[src/rtl/shared_reg_arbiter.sv]
`default_nettype none
// ============================================================================
//  Module      : shared_reg_arbiter
//  Description : Round-robin scheduler that shares one registered output (q)
//                among NREQ requesters using req/gnt ownership. The current
//                owner's data slice is loaded into q on every owned edge where
//                it still requests; dropping req releases the grant.
//                q_comb is a purely combinational copy of q.
//  Ports       : clk       - clock, all state updates on posedge
//                rst       - synchronous reset, active-high
//                req       - request per requester [NREQ]
//                data      - packed requester data, slice i = data[i*WIDTH +: WIDTH]
//                gnt       - registered one-hot grant (zero when idle)
//                owner_id  - index of current / last owner
//                busy      - high while a requester owns q
//                q         - shared register
//                q_comb    - combinational copy of q
//                timeout   - one-cycle pulse after a forced release
//  Options     : ARB_TIMEOUT_EN - when defined, a grant is forcibly released
//                after MAX_HOLD loads and timeout pulses for one cycle.
//                When undefined, timeout is tied low and MAX_HOLD is unused.
//  Revision    : 1.0 - initial release
// ============================================================================
module shared_reg_arbiter #(
    parameter int               NREQ      = 4,
    parameter int               WIDTH     = 8,
    parameter int               MAX_HOLD  = 4,
    parameter logic [WIDTH-1:0] RESET_VAL = '0
) (
    input  logic                      clk,
    input  logic                      rst,
    input  logic [NREQ-1:0]           req,
    input  logic [NREQ*WIDTH-1:0]     data,
    output logic [NREQ-1:0]           gnt,
    output logic [$clog2(NREQ)-1:0]   owner_id,
    output logic                      busy,
    output logic [WIDTH-1:0]          q,
    output logic [WIDTH-1:0]          q_comb,
    output logic                      timeout
);

    localparam int              c_IDW = $clog2(NREQ);
    localparam logic [NREQ-1:0] c_ONE = NREQ'(1);

    typedef enum logic [0:0] {
        S_IDLE = 1'b0,
        S_OWN  = 1'b1
    } state_t;

    if (NREQ < 2 || MAX_HOLD < 1) begin : g_param_check
        $error("shared_reg_arbiter: NREQ must be >= 2 and MAX_HOLD >= 1");
    end

    state_t             r_state;
    logic [c_IDW-1:0]   r_ptr;

    logic [c_IDW-1:0]   w_pick;
    logic               w_pick_found;
    logic [c_IDW-1:0]   w_next_ptr;
    logic               w_own_req;
    logic [WIDTH-1:0]   w_own_data;

    // Round-robin scan starting at r_ptr. Iterating from the farthest
    // offset down to zero lets the nearest requester win the last write.
    always_comb begin
        w_pick_found = 1'b0;
        w_pick       = '0;
        for (int i = NREQ - 1; i >= 0; i--) begin
            if (req[(int'(r_ptr) + i) % NREQ]) begin
                w_pick_found = 1'b1;
                w_pick       = c_IDW'((int'(r_ptr) + i) % NREQ);
            end
        end
    end

    // After a release the owner drops to lowest priority.
    assign w_next_ptr = (owner_id == c_IDW'(NREQ - 1)) ? '0 : owner_id + 1'b1;
    assign w_own_req  = req[owner_id];
    assign w_own_data = data[int'(owner_id)*WIDTH +: WIDTH];

    always_comb begin
        q_comb = q;
    end

`ifdef ARB_TIMEOUT_EN
    localparam int c_HW = $clog2(MAX_HOLD + 1);

    logic [c_HW-1:0] r_hold;
    logic            w_hold_last;

    // The load performed while hold_cnt == MAX_HOLD-1 is the final one.
    assign w_hold_last = (r_hold == c_HW'(MAX_HOLD - 1));
`else
    assign timeout = 1'b0;
`endif

    always_ff @(posedge clk) begin
        if (rst) begin
            r_state  <= S_IDLE;
            r_ptr    <= '0;
            gnt      <= '0;
            busy     <= 1'b0;
            owner_id <= '0;
            q        <= RESET_VAL;
`ifdef ARB_TIMEOUT_EN
            r_hold   <= '0;
            timeout  <= 1'b0;
`endif
        end else begin
`ifdef ARB_TIMEOUT_EN
            timeout <= 1'b0;
`endif
            case (r_state)
                S_IDLE: begin
                    if (w_pick_found) begin
                        gnt      <= c_ONE << w_pick;
                        owner_id <= w_pick;
                        busy     <= 1'b1;
                        r_state  <= S_OWN;
`ifdef ARB_TIMEOUT_EN
                        r_hold   <= '0;
`endif
                    end
                end
                S_OWN: begin
                    if (w_own_req) begin
                        q <= w_own_data;
`ifdef ARB_TIMEOUT_EN
                        if (r_hold != c_HW'(MAX_HOLD))
                            r_hold <= r_hold + 1'b1;
                        // Forced release on the same edge as the last load.
                        if (w_hold_last) begin
                            gnt     <= '0;
                            busy    <= 1'b0;
                            r_state <= S_IDLE;
                            r_ptr   <= w_next_ptr;
                            timeout <= 1'b1;
                        end
`endif
                    end else begin
                        // Voluntary release: q keeps its last loaded value.
                        gnt     <= '0;
                        busy    <= 1'b0;
                        r_state <= S_IDLE;
                        r_ptr   <= w_next_ptr;
                    end
                end
                default: begin
                    r_state <= S_IDLE;
                    gnt     <= '0;
                    busy    <= 1'b0;
                end
            endcase
        end
    end

endmodule
`default_nettype wire

[config.mk]
export PLATFORM = sky130hd
export DESIGN_NAME = shared_reg_arbiter
export DESIGN_NICKNAME = d
export VERILOG_FILES = /design/src/rtl/shared_reg_arbiter.sv
export SDC_FILE = /design/constraint.sdc
export NUM_CORES = 1
export LEC_CHECK = 0
export ABC_AREA = 0
export CORE_ASPECT_RATIO = 0.75
export CORE_MARGIN = 2
export CORE_UTILIZATION = 29
export CTS_CLUSTER_DIAMETER = 80
export DETAILED_ROUTE_END_ITERATION = 8
export PLACE_DENSITY = 0.67
export REMOVE_ABC_BUFFERS = 1
export SYNTH_ARGS = -nofsm -noshare
export SYNTH_HDL_FRONTEND = slang
export SYNTH_SLANG_ARGS = --single-unit
[constraint.sdc]
create_clock -name clk -period 1.9 [get_ports clk]
set_input_delay 0.19 -clock clk [delete_from_list [all_inputs] [get_ports clk]]
set_output_delay 0.19 -clock clk [all_outputs]
set_load 0.03 [all_outputs]
* Word level (Yosys, flattened, before mapping) *
Cells that the tools add are included.

storage, ports and cells
  word-level logic and storage cells = 63
  output and inout port bits = 24
  flip-flop bits (word level) = 18
  bits of input ports = 38

cells by class
  reductions and logical operators = 7
  magnitude comparators = 5
  equality and inequality tests = 3
  shifts and indexed selects = 2
  $add $sub $neg = 4
  mux-type cells = 31
  bitwise gates (word level) = 5

operators with widths
  kind                                                         number
  variable part select 32 x 6 -> 8 bit                         1
  two-way mux 1 bit                                            16
  less-than comparator 3 x 4 -> 1 bit (second input constant)  3
  binary-select mux 1 bit (select 2 bit)                       5
  two-way mux 2 bit                                            5
  two-way mux 4 bit                                            2
  case mux 4 bit (2 select lines)                              1
  AND reduction 2 bit                                          4
  less-than comparator 2 x 3 -> 1 bit (second input constant)  2
  OR reduction 2 bit                                           3
  adder 2 x 1 -> 2 bit (second input constant)                 2
  adder 2 bit (second input constant)                          2
  inequality test 2 bit (second input constant)                2
  case mux 1 bit (2 select lines)                              2
  << shifter 1 x 2 -> 4 bit (first input constant)             1
  AND 1 bit (first input constant)                             3
  == test 2 bit (second input constant)                        1
  NOT 1 bit                                                    2

* Logic depth before layout (Yosys ltp) *
  word-level depth = 13
  depth in mapped cells = 5
  mapped depth without buffers = 4

* Least setup slack after synthesis *
No wires, ideal clock.

  kind = reg-to-reg
  start point = register owner_id[1]
  end point = register gnt[0]
  path buffers = 1
  period minus slack after synthesis = 1827 ps
  stages on the path, launching flop included = 6
  library setup time = 117 ps
  arrival time = 1710 ps
  required time = 1783 ps
  path slack = 73 ps
  cell sequence = dfxtp_1 -> buf_6 -> mux4_2 -> nor2b_4 -> nor3_2 -> a32o_1

on the way
  cells in the longest elaborated chain, start to end = 4

RTL lines
  element                                  RTL line  RTL
  start, declared                          35        output logic [$clog2(NREQ)-1:0] owner_id,
  start signal, assigned                   117       owner_id <= w_pick;
  binary-select mux 1 bit (select 2 bit)   78        assign w_own_req = req[owner_id];
  two-way mux 1 bit (not written as such)  78
  inequality test 2 bit (no source line)   n/a
  AND reduction 2 bit (no source line)     n/a
  end signal, assigned                     116       gnt <= c_ONE << w_pick;
  end, declared                            34        output logic [NREQ-1:0] gnt,

Every way passes these cells. The select of a mux whose other input is x is not followed.
A chain may end at the register's enable or synchronous reset.

* Final worst setup path *
  start point = register owner_id[1]
  end point = output port owner_id[1]

No word-level cell between the ends.

==> results.cfg <==
[status]
outcome = finished, final reports clean

[timing]
setup_ws_ns = 0.201
fin_crit_sh_pct = 89.4
finalHoldViolCount = 0
min_period_ns = 1.70
fin_skew_ns = 0.00417
slew_viol_final = 0
fmax_mhz = 589
setup_tns_ns = 0
rsz0062_at_grt = no
final-setup-viol-count = 0

[synth]
async_flop_share_pct = 0
syn_avg_cell_area_um2 = 10.7
syn_inst = 97
synth_commonest_cells = dfxtp_1, nor2_1, mux2i_1, buf_4, mux4_2
synth_cell_types = 29
synthesis.area_um2 = 1040
synth_flop_cell = dfxtp_1
yosysTopAreaCell = dfxtp_1
synth.area.top_cells = dfxtp_1, mux4_2, mux2i_1
yosysMostFrequentCell = dfxtp_1
synth_edf_count = 0
ys_seq_area_share_pct = 34.7
synth_top_area_share_pct = 34.7
yosys_register_bits = 18
ys_warn_count = 0

[cells_and_area]
syn2layout_area_growth_pct = 63.7
final_area_um2 = 1700
final_layout_size_suffix_gt1_share_pct = 15.6
antenna_cells = 0
layout.nets = 194

[worst_hold_path]
min_from = busy$_SDFFE_PP0P_
hold_end = busy$_SDFFE_PP0P_
hold_depth = 2
min_path_type = reg -> reg

[critical_path]
ff2ff_path_depth = 4
arrival_ns = 1.51
critPathCaptureType = output pin
worst_setup_path_start_kind = flip-flop
r2r-end = gnt[0]$_SDFFE_PP0P_
r2r_slack_ns = 0.32
required_ns = 1.71
r2r_start = r_ptr[1]$_SDFFE_PP0P_
crit_fanout = 11
path_class = reg -> out

[routing]
ant_nets = 0
viasPerCell = 5.09
first_pass_iters = 4
drc = 0
routed_wl_um = 2740
wl_per_cell_um = 14.1
via_count = 988
dr.first_iter.drc_count = 61

[cts]
cts_tree = built
cts_buffers = 3
ctsResizeCount = 0
clock_latency_ns = 0.25
post_cts.repair.setup_buffers = 0
clock_sinks = 18
cts.htree.levels = 1
cts_root_buf = clkbuf_8
clk_pin_slew_ns = 0.07
hold_buffers = 0
clockBufferDepth = 2

[global_routing]
grt.met3_usage_pct = 2.72
use_met2_pct = 26.3
antenna_found_initial = 0
busiest_layer = met2
grt.total_usage_pct = 14.4
grt_pass1_wl_um = 4710
grt_pass1_vias = 1044
grt_start_max_net_pins = 13
grt-ovfl-total = 0
grt_util_met1_pct = 16.9

[floorplan]
ioPinCount = 62
die_x_um = 73.1
initial_core_util_pct = 31.0
placementRows = 18
die_h_um = 55.9
dieArea_um2 = 4090
core-area_um2 = 3360

[placed_design]
port_buffers = 60
dp_hpwl_um = 2210
dp_slack_ns = 0.0539
place.gp.congestion = 0.862
dpl-instance-area_um2 = 1650

[power_and_ir_drop]
irDropWorstVdd_mv = 0.322
total_power_mw = 1.14
p_leak_nw = 0.670
powerDensity_nw_per_um2 = 667

[run]
maxCapViolations = 0
stage by stage:
stage               hold slack, ns  instances  util [%]
global placement             0.453        190      49.1
floorplan                    0.259         83         -
finish                       0.475        194      50.7
CTS                          0.479        194      50.7
global route                 0.492        194      50.7
detailed placement           0.469        190      49.1
sequential cells by signal (all words and copies together) (netlist names):
register / flops
owner_id: 2
busy: 1
r_ptr: 2
q: 8
r_state: 1
gnt: 4
worst max path at each step:
stage,startpoint,endpoint,slack (ns)
final,owner_id[1]$_SDFFE_PP0P_,owner_id[1],0.20
after global routing,owner_id[1]$_SDFFE_PP0P_,owner_id[1],0.14
after CTS,owner_id[1]$_SDFFE_PP0P_,owner_id[1],0.17
after detailed placement,req[1],gnt[0]$_SDFFE_PP0P_,0.05
after global placement,req[1],gnt[1]$_SDFFE_PP0P_,0.10
after floorplan,owner_id[1]$_SDFFE_PP0P_,gnt[0]$_SDFFE_PP0P_,-0.008
worst max-delay path, cell delays in order, from the launching register on:
cell and delay [ns]:
dfxtp_1 0.36, buf_4 0.21, clkdlybuf4s50_1 0.69
power breakdown:
group / leakage, nW / switching, mW / internal, mW
sequential: 0.147 / 0.0229 / 0.407
combinational: 0.494 / 0.184 / 0.217
clock: 0.0288 / 0.121 / 0.184
cell type report:
cell class	instances	area [µm²]
flip-flops and latches	18	360
well taps	40	50.0
fillers	317	1650
inverters	1	3.75
repair buffers	67	653
multi-input cells	64	579
clock buffers	4	55.1
layer usage:
layer	share of wire [%]	vias to the layer above	routed length [µm]
met2	53	42	1450
met4	1.3	0	35
met5	0	-	0
met1	40	477	1090
li1	-	465	-
met3	6.2	4	169
cells in the final DEF, fill, tap and decap left out, types with 2 or more instances in the layout:
cell type,netlist,final
a21oi_1,6,6
a32o_1,4,4
buf_4,9,7
clkbuf_8,0,4
clkdlybuf4s50_1,0,60
dfxtp_1,18,18
mux2i_1,10,10
mux4_2,9,9
nand2_1,3,3
nand2b_1,2,2
nor2_1,13,13
nor3_1,2,2
logic make-up after synthesis:
group | after synthesis | synth area share [%]
flip-flops | 18 | 34.7
buffers and inverters | 15 | 9.63
AND/OR/NAND/NOR | 27 | 13.8
AO/OA/AOI/OAI | 16 | 11.2
multiplexers | 19 | 29.1
adder cells (fa/ha/maj) | 1 | 1.20
other | 1 | 0.361
No activity file was read; power rests on OpenSTA's default activity.
